===== config.mk =====
export PLATFORM = sky130hd
export DESIGN_NAME = fifo_uart_tx
export DESIGN_NICKNAME = d
export VERILOG_FILES = /design/src/rtl/uart_pkg.sv /design/src/rtl/uart_baud_cnt.sv /design/src/rtl/fifo_uart_tx.sv
export SDC_FILE = /design/constraint.sdc
export NUM_CORES = 1
export LEC_CHECK = 0
export ABC_AREA = 1
export CORE_ASPECT_RATIO = 1.4
export CORE_MARGIN = 3
export CORE_UTILIZATION = 50
export DETAILED_ROUTE_END_ITERATION = 8
export HOLD_SLACK_MARGIN = 0.05
export PLACE_DENSITY = 0.74
export REMOVE_ABC_BUFFERS = 1
export SYNTH_ARGS = -nofsm -noshare
export SYNTH_HDL_FRONTEND = slang
export SYNTH_SLANG_ARGS = --single-unit

===== constraint.sdc =====
create_clock -name clk -period 2.5 [get_ports clk]
set_input_delay 0.5 -clock clk [delete_from_list [all_inputs] [get_ports clk]]
set_output_delay 0.5 -clock clk [all_outputs]
set_load 0.1 [all_outputs]

===== src/rtl/uart_pkg.sv =====
// Shared types and widths for the FIFO-fed UART transmitter.
package uart_pkg;

  localparam int UART_DATA_W = 8;
  localparam int UART_CNT_W  = 16;

  typedef enum logic [2:0] {
    IDLE,
    FETCH,
    START,
    DATA,
    PARITY,
    STOP
  } uart_tx_state_t;

endpackage


===== src/rtl/uart_baud_cnt.sv =====
// Bit-period counter: runs 0..CLKS_PER_BIT-1 and flags the final cycle of each serial bit.
module uart_baud_cnt
  import uart_pkg::*;
#(
  parameter int unsigned CLKS_PER_BIT = 16
) (
  input  logic clk,
  input  logic reset,
  input  logic clear,
  output logic bit_end
);

  localparam logic [UART_CNT_W-1:0] CntMax = UART_CNT_W'(CLKS_PER_BIT - 1);

  logic [UART_CNT_W-1:0] cnt_q, cnt_d;

  always_comb begin
    bit_end = (cnt_q == CntMax);
    cnt_d   = cnt_q + 1'b1;
    if (clear || bit_end) begin
      cnt_d = '0;
    end
  end

  always_ff @(posedge clk or negedge reset) begin
    if (!reset) begin
      cnt_q <= '0;
    end else begin
      cnt_q <= cnt_d;
    end
  end

endmodule


===== src/rtl/fifo_uart_tx.sv =====
// UART transmitter that pops bytes from a registered-read FIFO and sends one frame per byte.
module fifo_uart_tx
  import uart_pkg::*;
#(
  parameter int unsigned CLKS_PER_BIT = 16,
  parameter int unsigned STOP_BITS    = 1,
  parameter int unsigned PARITY_EN    = 0
) (
  input  logic                   clk,
  input  logic                   reset,
  input  logic                   enable,
  input  logic                   fifo_empty,
  input  logic [UART_DATA_W-1:0] fifo_data,
  output logic                   fifo_rd_en,
  output logic                   tx,
  output logic                   busy,
  output logic                   frame_done
);

  localparam logic [2:0] LastStop = 3'(STOP_BITS - 1);

  uart_tx_state_t         state_q, state_d;
  logic [UART_DATA_W-1:0] shreg_q, shreg_d;
  logic [2:0]             bit_idx_q, bit_idx_d;
  logic                   parity_q, parity_d;
  logic                   bit_end;
  logic                   pop_ok;
  logic                   cnt_clear;

  assign pop_ok = enable & ~fifo_empty;
  // Counter restarts on every state change and is held at zero while idle.
  assign cnt_clear = (state_d != state_q) || (state_q == IDLE);
  assign busy = (state_q != IDLE) | fifo_rd_en;

  uart_baud_cnt #(
    .CLKS_PER_BIT(CLKS_PER_BIT)
  ) u_baud_cnt (
    .clk    (clk),
    .reset  (reset),
    .clear  (cnt_clear),
    .bit_end(bit_end)
  );

  always_comb begin
    state_d    = state_q;
    shreg_d    = shreg_q;
    bit_idx_d  = bit_idx_q;
    parity_d   = parity_q;
    fifo_rd_en = 1'b0;
    frame_done = 1'b0;
    tx         = 1'b1;

    unique case (state_q)
      IDLE: begin
        if (pop_ok) begin
          fifo_rd_en = 1'b1;
          state_d    = FETCH;
        end
      end
      FETCH: begin
        shreg_d   = fifo_data;
        parity_d  = ^fifo_data;
        bit_idx_d = '0;
        state_d   = START;
      end
      START: begin
        tx = 1'b0;
        if (bit_end) begin
          state_d = DATA;
        end
      end
      DATA: begin
        tx = shreg_q[0];
        if (bit_end) begin
          shreg_d = {1'b0, shreg_q[UART_DATA_W-1:1]};
          if (bit_idx_q == 3'd7) begin
            bit_idx_d = '0;
            state_d   = (PARITY_EN != 0) ? PARITY : STOP;
          end else begin
            bit_idx_d = bit_idx_q + 3'd1;
          end
        end
      end
      PARITY: begin
        tx = parity_q;
        if (bit_end) begin
          state_d = STOP;
        end
      end
      STOP: begin
        // bit_idx_q doubles as the stop-bit index here.
        if (bit_end) begin
          if (bit_idx_q == LastStop) begin
            frame_done = 1'b1;
            bit_idx_d  = '0;
            if (pop_ok) begin
              fifo_rd_en = 1'b1;
              state_d    = FETCH;
            end else begin
              state_d = IDLE;
            end
          end else begin
            bit_idx_d = bit_idx_q + 3'd1;
          end
        end
      end
      default: state_d = IDLE;
    endcase
  end

  always_ff @(posedge clk or negedge reset) begin
    if (!reset) begin
      state_q   <= IDLE;
      shreg_q   <= '0;
      bit_idx_q <= '0;
      parity_q  <= 1'b0;
    end else begin
      state_q   <= state_d;
      shreg_q   <= shreg_d;
      bit_idx_q <= bit_idx_d;
      parity_q  <= parity_d;
    end
  end

endmodule


* Word-level counts from Yosys, hierarchy flattened
Cells that the tools add are included.
** Storage, ports and cells
- Register bits after elaboration :: 31
- Bits in latches :: 0
- RAM bits :: 0
- ROM bits :: 0
- Bits of input ports :: 12
- Output and inout port bits :: 4
- Logic and storage cells :: 55
- Memories :: 0
** Cells by class
- Add/subtract/negate cells :: 2
- Multipliers :: 0
- Divide/modulo/power cells :: 0
- Order comparisons :: 0
- Equal/unequal tests :: 10
- Shift operators :: 0
- Mux-type cells :: 25
- Bitwise logic cells :: 3
- Reduce and logical (&&, ||, !) cells :: 10
** Operators with widths (count)
- $mux 3 :: 11
- $pmux 3 s6 :: 1
- $add 16x1->16 const B :: 1
- $eq 16x4->1 const B :: 1
- $mux 16 :: 1
- $pmux 8 s2 :: 1
- $eq 3x3->1 const B :: 3
- $pmux 3 s3 :: 1
- $mux 8 :: 1
- $reduce_xor 8->1 :: 1
- $mux 1 :: 7
- $eq 3x2->1 const B :: 2
- $logic_not 3->1 :: 2
- $reduce_bool 3->1 :: 2
- $ne 2x2->1 const B :: 2
- $add 3x1->3 const B :: 1
- $eq 3x1->1 const B :: 1
- $ne 3x3->1 :: 1
- $pmux 1 s3 :: 1
- $reduce_and 3->1 :: 1
- $logic_or 1x1->1 :: 2
- $pmux 1 s2 :: 1
- $reduce_and 2->1 :: 1
- $reduce_bool 2->1 :: 1
- other kinds (3) :: 3

* Logic depth before layout (Yosys ltp)
- Depth in word-level cells :: 10
- Mapped depth :: 10
- Mapped depth without buffers :: 9

* Modules after synthesis
Synthesis repeated with hierarchy kept, for this count alone.
** Second synthesis, totals
- Cells, all modules :: 255
- Area, all modules :: 1918.1 sq um
** By module, submodules not included
- fifo_uart_tx :: instances 1, cells each 137, area an instance 1008.5 sq um, sequential area each 375.4 sq um
- uart_baud_cnt :: instances 1, cells each 118, area an instance 909.6 sq um, sequential area each 400.4 sq um

* Worst setup path after synthesis
Ideal clock, no wire load.
- Kind :: register to output
- From :: register state_q[2]
- To :: output port tx
- Arrival :: 3.067 ns
- Data required time :: 2.000 ns
- Setup slack :: -1.067 ns
- Stages on the path, launching flop included :: 5
- Buffers on the path :: 1
- Cell sequence :: dfrtp_1 > nor3_4 > inv_2 > buf_4 > o21ai_0
** Between the ends
- Cells in the longest elaborated chain, start to end :: 2
- Elaborated cells between the ends (all ways) :: 4
- Classes of those cells :: eq/ne (3); mux (1)
** RTL lines
- from (decl) :: line fifo_uart_tx.sv:22 : uart_tx_state_t state_q, state_d;
- from (signal assigned) :: line fifo_uart_tx.sv:118 : state_q <= state_d;
- $eq 3x3->1 / $eq 3x2->1 (equally long branches) :: line fifo_uart_tx.sv:53 : unique case (state_q)
- $pmux 1 s3 (*) :: line fifo_uart_tx.sv:53
- to (decl) :: line fifo_uart_tx.sv:15 : output logic tx,
Mark *: on every way between the ends. The rest lies on a longest branch, timed or not.

* Worst setup path in the final report
Ends and elaborated chain as after synthesis.

==> summary.md <==
## Place
• **global placer's final weighted congestion** 0.869
• **placed wire-length estimate** 2510 um
• **port bufs** 15

## Synth
• **top cells by area, synth** dfrtp_1 (41%), nand2_1 (10%), nor2_1 (8.4%)
• **Post-Syn Area** 0.00187 mm^2
• **Synth top cells by count** nand2_1 (51), nor2_1 (42), dfrtp_1 (31)
• **number of instances in the synthesized netlist** 241
• **share of the synthesized area in the top cell type** 41.5%
• **number of enable flip-flop cells after synthesis** 0
• **synthesized flop and latch total** 31
• **Post-Synthesis Mean Instance Area** 7.76 um^2
• **sequential cell area fraction in the yosys report** 41.5%
• **most repeated cell in the gate-level netlist after synthesis** nand2_1
• **share of synthesized registers carrying an async set or reset** 100%
• **cell taking the most area after synthesis** dfrtp_1
• **number of warnings reported in the yosys synthesis log** 0
• **distinct cell type count of the synthesized netlist** 24
• **top_reg_cell synth** dfrtp_1

## Critical path
• **crit path DAT** 1.78 ns
• **worst r2r path cells** 8
• **CP max stage cell** dfrtp_1
• **maximum fanout along the worst path** 19
• **Worst Setup End Kind** output port
• **longest individual stage delay on the worst path** 0.45 ns
• **FF-to-FF setup slack** 0.89 ns
• **crit-path cells** nor3_4 > inv_2 > o21ai_0 > buf_12
• **Setup CP Type** flop to output port
• **startpoint type of the worst setup path** flop
• **WP data required** 2.00 ns

## Clocking
• **number of H-tree levels** 2
• **Resized cells post-CTS** 0
• **clock-pin transition on the worst setup and hold timing paths** 0.06 ns
• **setup repair bufs after CTS** 0
• **TritonCTS clock tree** done
• **TritonCTS buffer count** 5
• **worst skew pair latency** 0.28 ns
• **maximum clock path buffer count** 2
• **root buffer cell** clkbuf_8
• **Sinks on Clock Net** 31
• **Hold Buf Count CTS** 0

## Global routing
• **total routing usage reported by global routing** 17.2%
• **GR peak layer** met2
• **pin count of the biggest net entering global routing** 32
• **initial antenna violation count** 0
• **total overflow reported by the global router** 0
• **Global Route met1 Usage** 19.8%
• **met2 global-route usage** 29.1%
• **GRT met3 Usage** 5.43%
• **global-route wire length before repair** 6020 um
• **number of global-route vias before repair** 1,457

## Detailed routing
• **remaining antenna violation count** 0
• **number of vias after detailed routing** 1,484
• **routed wire length** 3400 um
• **detailed-route vias per instance** 4.93
• **number of remaining DRC errors** 0
• **iteration count of the initial detailed-routing pass** 4
• **routed wire length per instance** 11.3 um
• **number of DRC violations after detailed-routing iteration 0** 77

## Cells and area
• **number of fill cells** 298
• **Final nets** 276
• **Area Overhead vs Synth** 17.3%
• **fraction of layout cells with a size suffix above 1** 11.5%
• **number of antenna cells inserted** 0

## Floorplan
• **number of core rows** 25
• **count of pins on the block boundary** 16
• **die span in x** 57.7 um
• **Initial Util** 53.8%
• **Core ar.** 0.00347 mm^2
• **Total Die Area** 0.00452 mm^2
• **die height** 78.3 um

## Pwr
• **highest ir drop seen on vdd** 0.000412 V
• **Static Leakage** 0.991 nW
• **total power divided by cell area** 500 mW/mm^2

## Timing
• **final-report hold violation count** 0
• **share of the cycle needed by the critical path after routing** 91.0%
• **relative max-transition margin** 73.7%
• **final setup violating endpoints** 0
• **maximum clock frequency** 439 MHz
• **max-slew violation count** 0
• **TNS Setup** 0 ns
• **Worst Tran Pin Value** 0.395 ns
• **post-route worst hold slack** 0.470 ns
• **setup repair after global routing missed its margin** false
• **minimum clock period after layout** 2.28 ns
• **Setup Skew** 0.00605 ns

## Job
• **max-capacitance violation count** 0

## Worst hold path
• **classification of the worst-slack hold path** flop to flop
• **cell count of the worst hold path** 1

## Status
• **outcome** finished, final reports clean

power breakdown:
part | internal, W | leakage, nW | switching, W
Clock | 0.000322 | 0.0612 | 0.000183
Sequential | 0.000511 | 0.402 | 0.00000327
Combinational | 0.0000374 | 0.528 | 0.0000409
Total | 0.000871 | 0.991 | 0.000227
per-layer routing:
layer	routed length, um	vias to the layer above
met5	0	-
met4	53	0
met3	83	5
met2	1750	9
met1	1520	681
li1	-	789
critical path: cells and delay by family, from the launching register on:
kind,cells,cell delay (ns)
buffers and inverters,2,0.41
AO/OA/AOI/OAI,1,0.33
flip-flops,1,0.45
AND/OR/NAND/NOR,1,0.29
sequential cells by signal, indices dropped and copies added (netlist names):
name / count
bit_idx_q: 3
parity_q: 1
shreg_q: 8
state_q: 3
u_baud_cnt.cnt_q: 16
layout by cell type, fill, tap and decap left out, types with 5 or more instances in the layout:
master | Yosys | layout
clkbuf_8 | 0 | 6
clkdlybuf4s50_1 | 0 | 11
dfrtp_1 | 31 | 31
inv_1 | 28 | 28
nand2_1 | 51 | 51
nand3_1 | 13 | 13
nor2_1 | 42 | 42
nor3_1 | 5 | 5
o21ai_0 | 19 | 19
xnor2_1 | 8 | 8
xor2_1 | 12 | 12
logic make-up (layout without fill, tap and decap cells):
kind of cell    count (synthesis)  after routing  synth area share [%]
fa+ha+maj                       4              4                  2.68
buf+inv                        34             54                  8.23
flops                          31             31                  41.5
xor+xnor                       20             20                  9.37
compound gates                 25             25                  7.70
simple gates                  127            127                  30.5
path summary, 6_finish.rpt:
kind / startpoint / endpoint
max in group asynchronous: reset / bit_idx_q[0]
min in group asynchronous: reset / shreg_q[7]
worst min register to register: u_baud_cnt.cnt_q[0] / u_baud_cnt.cnt_q[0]
worst max register to register: u_baud_cnt.cnt_q[0] / u_baud_cnt.cnt_q[13]
worst max-delay path: state_q[2] / tx
worst min-delay path: u_baud_cnt.cnt_q[0] / u_baud_cnt.cnt_q[0]
layout make-up:
type | instances | area [um^2] | area share, %
clock buffers | 6 | 82.6 | 3.76
clock inverters | 2 | 35.0 | 1.60
inverters | 30 | 113 | 5.13
multi-input cells | 176 | 940 | 42.8
flip-flops and latches | 31 | 776 | 35.4
well taps | 40 | 50.0 | 2.28
repair buffers | 16 | 198 | 9.01
metrics by stage:
step           worst slack, ns  area [um^2]  utilization, %  cells  power [W]
2_1_floorplan           -0.958         1830               -    237   0.000562
3_3_place_gp             0.448         2080            59.8    293   0.000601
3_5_place_dp             0.399         2080            59.8    293   0.000603
4_1_cts                  0.216         2190            63.2    301    0.00112
5_1_grt                  0.121         2190            63.2    301    0.00114
6_report                 0.224         2190            63.2    301    0.00110
(Power assumes the default switching activity.)
